==> config.mk <==
export PLATFORM = sky130hd
export DESIGN_NAME = fetch_unit
export DESIGN_NICKNAME = d
export VERILOG_FILES = /design/src/rtl/fetch_unit_pkg.sv /design/src/rtl/fetch_queue.sv /design/src/rtl/fetch_unit.sv
export SDC_FILE = /design/constraint.sdc
export NUM_CORES = 1
export LEC_CHECK = 0
export ABC_AREA = 1
export BUFFER_PORTS_ARGS = -buffer_cell sky130_fd_sc_hd__buf_2
export CAP_MARGIN = 20
export CORE_MARGIN = 8
export CORE_UTILIZATION = 64
export CTS_BUF_LIST = sky130_fd_sc_hd__clkbuf_4
export CTS_CLUSTER_DIAMETER = 50
export DETAILED_ROUTE_END_ITERATION = 8
export PLACE_DENSITY_LB_ADDON = 0.2
export SLEW_MARGIN = 0
export SYNTH_ARGS = -nofsm -noshare
export SYNTH_HDL_FRONTEND = slang
export SYNTH_SLANG_ARGS = --single-unit
export TNS_END_PERCENT = 5
==> constraint.sdc <==
create_clock -name clock -period 6.3 [get_ports clock]
set_input_delay 1.89 -clock clock [delete_from_list [all_inputs] [get_ports clock]]
set_output_delay 1.89 -clock clock [all_outputs]
set_load 0.03 [all_outputs]
==> src/rtl/fetch_unit_pkg.sv <==
`default_nettype none
// ============================================================================
//  Module   : fetch_unit_pkg
//  Brief    : Shared word width, opcode set and queue entry type for fetch.
//  Revision : 1.0 - initial release
// ============================================================================
package fetch_unit_pkg;

  localparam int WORD = 16;

  typedef enum logic [3:0] {
    OP_ADD = 4'h0,
    OP_SUB = 4'h1,
    OP_AND = 4'h2,
    OP_OR  = 4'h3,
    OP_XOR = 4'h4,
    OP_NOT = 4'h5,
    OP_SHL = 4'h6,
    OP_SHR = 4'h7,
    OP_LD  = 4'h8,
    OP_ST  = 4'h9,
    OP_MOV = 4'hA,
    OP_JZ  = 4'hB,
    OP_SYS = 4'hC,
    OP_SZ  = 4'hD,
    OP_NOP = 4'hE,
    OP_LI  = 4'hF
  } opcode_e;

  localparam opcode_e LI_OPCODE = OP_LI;

  // Field slice positions: op [15:12], src [11:6], dst [5:0].
  typedef struct packed {
    opcode_e    op;
    logic [5:0] src;
    logic [5:0] dst;
  } inst_t;

  typedef struct packed {
    logic [WORD-1:0] pc;
    logic [WORD-1:0] inst;
  } fetch_entry_t;

endpackage
`default_nettype wire

==> src/rtl/fetch_queue.sv <==
`default_nettype none
// ============================================================================
//  Module   : fetch_queue
//  Brief    : Power-of-two FIFO of {pc, inst} with flush, 0/1/2-entry pop and
//             a head+1 peek used for LI fusing.
//  Revision : 1.0 - initial release
// ============================================================================
module fetch_queue
  import fetch_unit_pkg::*;
#(
  parameter int DEPTH = 4,
  localparam int AW = $clog2(DEPTH),
  localparam int CW = $clog2(DEPTH + 1)
) (
  input  logic         clock,
  input  logic         reset,
  input  logic         flush,
  input  logic         push,
  input  fetch_entry_t pushEntry,
  input  logic [1:0]   popCount,
  output fetch_entry_t headEntry,
  output fetch_entry_t nextEntry,
  output logic [CW-1:0] count
);

  fetch_entry_t  r_mem [DEPTH];
  logic [AW-1:0] r_rdPtr;
  logic [AW-1:0] r_wrPtr;
  logic [CW-1:0] r_count;

  always_ff @(posedge clock) begin
    if (push && !reset && !flush) begin
      r_mem[r_wrPtr] <= pushEntry;
    end
  end

  // Flush wins over a same-cycle push: that word belongs to the old stream.
  always_ff @(posedge clock) begin
    if (reset || flush) begin
      r_rdPtr <= '0;
      r_wrPtr <= '0;
      r_count <= '0;
    end else begin
      if (push) begin
        r_wrPtr <= r_wrPtr + AW'(1);
      end
      r_rdPtr <= r_rdPtr + AW'(popCount);
      r_count <= r_count + CW'(push) - CW'(popCount);
      assert (!(push && r_count == CW'(DEPTH)));
      assert (CW'(popCount) <= r_count);
    end
  end

  assign headEntry = r_mem[r_rdPtr];
  assign nextEntry = r_mem[r_rdPtr + AW'(1)];
  assign count     = r_count;

endmodule
`default_nettype wire

==> src/rtl/fetch_unit.sv <==
`default_nettype none
// ============================================================================
//  Module   : fetch_unit
//  Brief    : Instruction fetch: PC, 1-cycle imem requests, queue, redirect.
//             Optional LI + immediate fusing when LI_FUSE_EN is defined.
//  Revision : 1.0 - initial release
// ============================================================================
module fetch_unit
  import fetch_unit_pkg::*;
#(
  parameter logic [WORD-1:0] RESET_PC = 16'h0000,
  parameter int              QDEPTH   = 4
) (
  input  logic            clock,
  input  logic            reset,
  output logic            imem_req,
  output logic [WORD-1:0] imem_addr,
  input  logic [WORD-1:0] imem_data,
  input  logic            redirect,
  input  logic [WORD-1:0] redirect_pc,
  output logic            out_valid,
  input  logic            out_ready,
  output logic [WORD-1:0] out_inst,
  output logic [WORD-1:0] out_pc,
  output logic [WORD-1:0] out_imm,
  output logic            out_has_imm
);

  localparam int               c_countW = $clog2(QDEPTH + 1);
  localparam logic [c_countW:0] c_depth = (c_countW + 1)'(QDEPTH);

  logic [WORD-1:0]     r_fetchPc;
  logic                r_inflight;
  logic [WORD-1:0]     r_inflightPc;
  logic [c_countW-1:0] w_count;
  logic [c_countW:0]   w_used;
  logic                w_push;
  fetch_entry_t        w_pushEntry;
  fetch_entry_t        w_head;
  fetch_entry_t        w_next;
  logic [1:0]          w_popCount;
  logic                w_unused;

  // Credits cover both queued words and the one still in the memory pipe.
  assign w_used    = {1'b0, w_count} + {{c_countW{1'b0}}, r_inflight};
  assign imem_req  = !reset && !redirect && (w_used < c_depth);
  assign imem_addr = r_fetchPc;

  assign w_push      = r_inflight && !redirect;
  assign w_pushEntry = '{pc: r_inflightPc, inst: imem_data};

  always_ff @(posedge clock) begin
    if (reset) begin
      r_fetchPc    <= RESET_PC;
      r_inflight   <= 1'b0;
      r_inflightPc <= '0;
    end else begin
      r_inflight   <= imem_req;
      r_inflightPc <= r_fetchPc;
      if (redirect) begin
        r_fetchPc <= redirect_pc;
      end else if (imem_req) begin
        r_fetchPc <= r_fetchPc + 16'd1;
      end
    end
  end

  fetch_queue #(
    .DEPTH (QDEPTH)
  ) u_queue (
    .clock     (clock),
    .reset     (reset),
    .flush     (redirect),
    .push      (w_push),
    .pushEntry (w_pushEntry),
    .popCount  (w_popCount),
    .headEntry (w_head),
    .nextEntry (w_next),
    .count     (w_count)
  );

`ifdef LI_FUSE_EN
  inst_t w_headInst;
  logic  w_headIsLi;

  assign w_headInst = w_head.inst;
  assign w_headIsLi = (w_headInst.op == LI_OPCODE);
  assign w_unused   = ^{w_next.pc};

  // An LI is held back until its immediate word has also been queued.
  always_comb begin
    out_inst    = '0;
    out_pc      = '0;
    out_imm     = '0;
    out_has_imm = 1'b0;
    w_popCount  = 2'd0;
    out_valid   = (w_count != '0) && (!w_headIsLi || w_count > c_countW'(1));
    if (out_valid) begin
      out_inst = w_head.inst;
      out_pc   = w_head.pc;
      if (w_headIsLi) begin
        out_imm     = w_next.inst;
        out_has_imm = 1'b1;
      end
      if (out_ready) begin
        w_popCount = w_headIsLi ? 2'd2 : 2'd1;
      end
    end
  end
`else
  assign w_unused = ^{w_next};

  always_comb begin
    out_inst    = '0;
    out_pc      = '0;
    out_imm     = '0;
    out_has_imm = 1'b0;
    out_valid   = (w_count != '0);
    w_popCount  = {1'b0, out_valid && out_ready};
    if (out_valid) begin
      out_inst = w_head.inst;
      out_pc   = w_head.pc;
    end
  end
`endif

endmodule
`default_nettype wire

==> results of run 1 <==
==> report_power, final <==
group | internal [mW] | switching (mW) | leakage, nW
registers | 1.21 | 0.0186 | 1.50
clock network | 0.196 | 0.359 | 0.132
logic | 0.0453 | 0.125 | 1.49
==> cells by family (layout without fill, tap and decap cells) <==
| family | count (synthesis) | count (layout) | synth area share (%) |
|---|---|---|---|
| and+or+nand+nor | 300 | 300 | 17.7 |
| buffers and inverters | 98 | 170 | 6.56 |
| adders and majority gates | 8 | 8 | 1.51 |
| AOI/OAI and AO/OA | 115 | 115 | 8.27 |
| other | 1 | 17 | 0.0527 |
| DFF | 168 | 168 | 65.3 |
| xor gates and xnor gates | 5 | 5 | 0.616 |
==> Yosys cell counts <==
cell,instances
a21boi_1,2
a21oi_1,41
a21oi_2,2
buf_1,2
buf_2,10
buf_4,17
buf_6,3
clkbuf_1,17
conb_1,1
dfxtp_1,40
edfxtp_1,128
fa_1,1
ha_1,7
inv_1,44
inv_2,5
nand2_1,76
nand2_2,1
nand3_1,22
nand3_2,8
nand4_1,4
nor2_1,184
nor2_2,1
nor2_4,2
nor2_8,1
nor3_2,1
o21ai_0,61
o21ai_1,9
xnor2_1,1
xor2_1,4
==> sequential cells by signal, summed over array words and instances (netlist names) <==
signal,flops
r_inflightPc,16
u_queue.r_wrPtr,2
r_inflight,1
imem_addr,16
u_queue.r_rdPtr,2
u_queue.r_mem,128
u_queue.count,3
==> stage by stage <==
stage | cells | worst slack, ps | area [µm²] | hold WS (ps)
2_1_floorplan | 711 | 1860 | 7170 | 438
3_3_place_gp | 890 | 1270 | 7550 | 443
3_5_place_dp | 890 | 1260 | 7550 | 455
4_1_cts | 922 | 1250 | 7800 | 481
5_1_grt | 923 | 1180 | 7820 | 499
6_report | 923 | 1260 | 7820 | 477
==> routing by layer <==
layer  track usage (%)  vias up  share of wire (%)
met5                 0        -                  0
met4              6.48        0                1.1
met3              5.63       13                5.8
met2              34.1      132                 49
met1              23.6     2272                 44
li1                  -     2437                  -
==> cells in the final DEF (no fill, tap or decap) <==
cell,synthesis,final
fa_1,1,1
clkinvlp_4,0,3
nor2_1,184,180
inv_1,44,44
bufinv_16,0,1
dfxtp_2,0,1
a21boi_1,2,2
nand3_2,8,8
clkinv_2,0,2
xnor2_1,1,1
inv_6,0,4
o21ai_1,9,9
nor3_4,0,1
a21oi_1,41,41
conb_1,1,17
clkinv_1,0,3
ha_1,7,7
nor2_8,1,1
nand4_1,4,4
clkinv_4,0,2
a21oi_2,2,2
edfxtp_1,128,128
o21ai_0,61,61
dfxtp_1,40,39
buf_12,0,1
xor2_1,4,4
nor2_2,1,1
nor2_4,2,6
nand3_1,22,22
buf_2,10,85
nand2_2,1,1
clkbuf_4,0,17
inv_2,5,5
buf_4,17,3
nand2_1,76,76
==> final cells by class <==
class / instances / area share [%]
timing repair buffer: 89 / 5.98
clock inverter: 15 / 1.62
sequential: 168 / 59.4
tap: 140 / 2.24
inverter: 49 / 2.35
multi-input combinational: 445 / 26.8
clock buffer: 17 / 1.63
==> critical path: stages <==
cell and delay, ps:
buf_2 290, nor2_8 200, nand2_1 120, nor2_4 360, buf_2 280
==> worst paths after layout <==
check / startpoint / cells after the start / slack [ps] / end
setup / recovery: reset / 5 / 1260 / imem_req
hold / removal: r_inflightPc[14] / 0 / 480 / u_queue.r_mem[0][30]
setup reg to reg: u_queue.count[1] / 11 / 4050 / u_queue.count[2]
hold reg to reg: r_inflightPc[14] / 0 / 480 / u_queue.r_mem[0][30]
==> out/metrics.yaml, run 1 <==
grt_pass1_wl_um: 23100
track_usage_pct: 19.9
clock_sinks: 168
multi_input_area_mm2: 0.00210
cts_hold_buf: 0
grt_pass1_vias: 4911
vias_per_cell: 5.26
cts_buffers: 17
detailed_place_hpwl_um: 8850
synthCells: 695
final_core_util_pct: 72.2
maxCapViolations: 0
arrival_ps: 3150
yosysWarnings: 0
synth.distinct_cells: 29
wl_per_cell_um: 15.3
antennaDiodeCount: 0
first_iter_violations: 331
cts_tree: "built"
yosysTopAreaCell: "edfxtp_1"
synth_top_area_share_pct: 54.1
worst-setup-path-type: "in2out"
crit_fanout: 29
finalPower_mw: 1.95
grt-ovfl-total: 0
drive_above_1_share_pct: 18.4
syn_to_final_growth_pct: 10.0
clkTransAtPathRegs_ps: 130
start_util_pct: 65.6
nets: 814
grt_max_degree: 66
routabilityCongestion: 0.809
synth.ff_latch_count: 168
worstPathRequired_ps: 4410
cts_root_buf: "clkbuf_4"
antenna_found_initial: 0
fin_crit_sh_pct: 80.0
die-area_mm2: 0.0147
status: "finished, final reports clean"
synth-seq-area-share_pct: 65.3
clk_path_buf_depth: 2
drcViolationCount: 0
pin_count: 103
endpoint_kind: "output pin"
avgSynthCellArea_um2: 10.2
ir_worst_vdd_mv: 0.149
dr.pass1.iters: 5
finalMaxSlewViolations: 0
hp-class: "reg2reg"
regArea_mm2: 0.00465
slew_headroom_pct: 30.9
fin_skew_ps: 24.6
synthesis.area_mm2: 0.00711
hold_viol_final: 0
die_h_um: 121
setup_tns_ps: 0
clock.fmax_mhz: 198
route.vias.total: 4854
fill_cells: 769
startpoint_type: "input port"
post-cts-setup-buffers: 0
synthTopCellsByArea: "edfxtp_1, dfxtp_1, nor2_1"
rsz0062_at_grt: "no"
cts-htree-levels: 4
fin_crit_ps: 5040
die_width_um: 121
cts_resized: 0
row_count: 38
clock_latency_ps: 520
max_slew.worst_pin.slew_ps: 1030
power.density_mw_per_mm2: 249
wirelength_um: 14100
antenna_left: 0
core_mm2: 0.0108
setup_viol: 0
p_leak_nw: 3.11
port_buffers: 85
Note: power is estimated with default switching activity, not from simulation.
==> run 2, diff against run 1 <==
--- a/config.mk
+++ b/config.mk
@@ -9,7 +9,7 @@
 export BUFFER_PORTS_ARGS = -buffer_cell sky130_fd_sc_hd__buf_2
 export CAP_MARGIN = 20
 export CORE_MARGIN = 8
-export CORE_UTILIZATION = 64
+export CORE_UTILIZATION = 59
 export CTS_BUF_LIST = sky130_fd_sc_hd__clkbuf_4
 export CTS_CLUSTER_DIAMETER = 50
 export DETAILED_ROUTE_END_ITERATION = 8
==> constraint.sdc (replaced) <==
create_clock -name clock -period 4.7 [get_ports clock]
set_input_delay 1.41 -clock clock [delete_from_list [all_inputs] [get_ports clock]]
set_output_delay 1.41 -clock clock [all_outputs]
set_load 0.03 [all_outputs]
==> run 2 against run 1 <==
Against the previous run:
- clock-buffer cell count stayed put
- core utilization decreased by 5.6 points
- total power rose by 43%
- via count grew 1.8%
- die area rose by 7.3%
- register-to-register slack got worse by 1600 ps
- clock skew decreased by 10 ps
- setup slack got worse by 520 ps
- routed wire length grew 3.9%
- critical endpoint is now out_pc[3]
- largest power group unchanged
==> out/metrics.yaml, run 2 (synthesis results as in run 1) <==
status: "finished, final reports clean"  # unchanged
route.vias.total: 4941  # was 4854
reg2reg_to: "u_queue.count[2]"  # unchanged
post-cts-setup-buffers: 0  # unchanged
die_h_um: 126  # was 121 µm
pin_count: 103  # unchanged
cts_resized: 0  # unchanged
antennaDiodeCount: 0  # unchanged
clock_sinks: 168  # unchanged
die_width_um: 126  # was 121 µm
rsz0062_at_grt: "no"  # unchanged
die-area_mm2: 0.0158  # was 0.0147 mm²
cts-htree-levels: 4  # unchanged
startpoint_type: "register"  # was input port
grt-ovfl-total: 0  # unchanged
ir_worst_vdd_mv: 0.158  # was 0.149 mV
grt_pass1_vias: 4974  # was 4911
drcViolationCount: 0  # unchanged
endpoint_kind: "output pin"  # unchanged
vias_per_cell: 5.29  # was 5.26
cts_hold_buf: 0  # unchanged
clock_latency_ps: 550  # was 520 ps
arrival_ps: 2550  # was 3150 ps
whs_path_depth: 0  # unchanged
setup_viol: 0  # unchanged
crit_chain: "buf_4, inv_2, nor2_1, o21ai_0, a21oi_1, buf_2"  # was buf_2, nor2_8, nand2_1, nor2_4, buf_2
antenna_left: 0  # unchanged
slew_headroom_pct: 35.8  # was 30.9%
hold_start: "r_inflightPc[15]"  # was r_inflightPc[14]
cts_root_buf: "clkbuf_4"  # unchanged
routabilityCongestion: 0.841  # was 0.809
nets: 818  # was 814
p_leak_nw: 3.17  # was 3.11 nW
drt-met1-wl_um: 6160  # was 6170 µm
fin_crit_ps: 3960
dr.pass1.iters: 5  # unchanged
cts_tree: "built"  # unchanged
wirelength_um: 14700  # was 14100 µm
clk_path_buf_depth: 2  # unchanged
reg2reg_slack_ps: 2440  # was 4050 ps
drive_above_1_share_pct: 19.2  # was 18.4%
grt_max_degree: 66  # unchanged
fin_crit_sh_pct: 84.2
maxCapViolations: 0  # unchanged
slowest_delay_ps: 410  # was 360 ps
clkTransAtPathRegs_ps: 140  # was 130 ps
met2_wirelength_um: 7240  # was 6970 µm
power.density_mw_per_mm2: 352  # was 249 mW/mm²
wl_met3_um: 1040  # was 823 µm
pre_cts_ws_ps: 906  # was 1260 ps
crit_buf_inv: 3  # was 2
setup_tns_ps: 0  # unchanged
hold_viol_final: 0  # unchanged
finalMaxSlewViolations: 0  # unchanged
cts_buffers: 17  # unchanged
worstPathRequired_ps: 3290  # was 4410 ps
hp-class: "reg2reg"  # unchanged
final_cell_mix: "nor2_1, edfxtp_1, buf_2"  # unchanged
layout_commonest_cell: "nor2_1"  # unchanged
largest_reg_flops: 128  # unchanged
antenna_found_initial: 0  # unchanged
worst-setup-path-type: "reg2out"  # was in2out
max_slew.worst_pin.slew_ps: 963  # was 1030 ps
reg2reg_from: "u_queue.count[1]"  # unchanged
detailed_place_hpwl_um: 8990  # was 8850 µm
track_usage_pct: 19.1  # was 19.9%
syn_to_final_growth_pct: 11.4  # was 10.0%
rr_worst_depth: 11  # unchanged
wl_per_cell_um: 15.7  # was 15.3 µm
crit_slowest_cell: "inv_2"  # was nor2_4
worstHoldEndpoint: "u_queue.r_mem[2][31]"  # was u_queue.r_mem[0][30]
first_iter_violations: 400  # was 331
fin_ws_ps: 741  # was 1260 ps
port_buffers: 85  # unchanged
crit_fanout: 34  # was 29
top_layer_used: "met4"  # unchanged
critPathTopFamily: "buffers and inverters"  # was simple AND/OR/NAND/NOR gates
regMostFlops: "u_queue.r_mem"  # unchanged
fin_skew_ps: 14.2  # was 24.6 ps
core_mm2: 0.0119  # was 0.0108 mm²
row_count: 40  # was 38
clock.fmax_mhz: 253
grt_pass1_wl_um: 24100  # was 23100 µm
start_util_pct: 59.7  # was 65.6%
run 2: worst max-delay path by stage:
stage,to,start,slack [ps],cells after the start
after floorplan,u_queue.r_mem[0][0],redirect,1100,4
after global placement,imem_req,reset,920,5
after detailed placement,imem_req,reset,910,5
after CTS,out_pc[3],u_queue.r_rdPtr[1],720,6
after global routing,out_pc[3],u_queue.r_rdPtr[1],600,6
final,out_pc[3],u_queue.r_rdPtr[1],740,6
run 2: worst register-to-register path, stage by stage, from the launching register on:
cell and delay (ps):
dfxtp_1 390, nor3_4 200, buf_4 420, inv_2 70
nand2_1 130, inv_2 50, nand2_1 90, nand2_1 70
ha_1 190, fa_1 380, xor2_1 140, nor2_1 50
run 2: cell type report:
class                           instances  area (µm²)
Sequential cell                       168        4650
Timing Repair Buffer                   93         485
Inverter                               49         184
Clock buffer                           17         128
Clock inverter                         15         200
Multi-Input combinational cell        445        2100
Fill cell                             962        3990
Tap cell                              147         184
run 2: metal layers:
| metal | up-vias | global-route usage, % |
|---|---|---|
| li1 | 2441 | - |
| met1 | 2315 | 22.7 |
| met2 | 164 | 31.8 |
| met3 | 21 | 6.33 |
| met4 | 0 | 7.22 |
| met5 | - | 0 |
run 2: power by group:
| group | internal (mW) | switching, mW |
|---|---|---|
| Combinational | 0.0617 | 0.170 |
| Sequential | 1.62 | 0.0248 |
| Clock | 0.423 | 0.490 |
| Total | 2.10 | 0.684 |
run 2: metrics by stage:
stage	hold WS (ps)	std cells	cell area [µm²]	utilization, %	total power [mW]
final	485	934	7920	66.5	2.79
after global routing	493	934	7920	66.5	2.89
after CTS	482	934	7920	66.5	2.80
after detailed placement	462	902	7590	63.8	1.91
after global placement	446	902	7590	63.8	1.90
after floorplan	438	711	7170	-	1.84
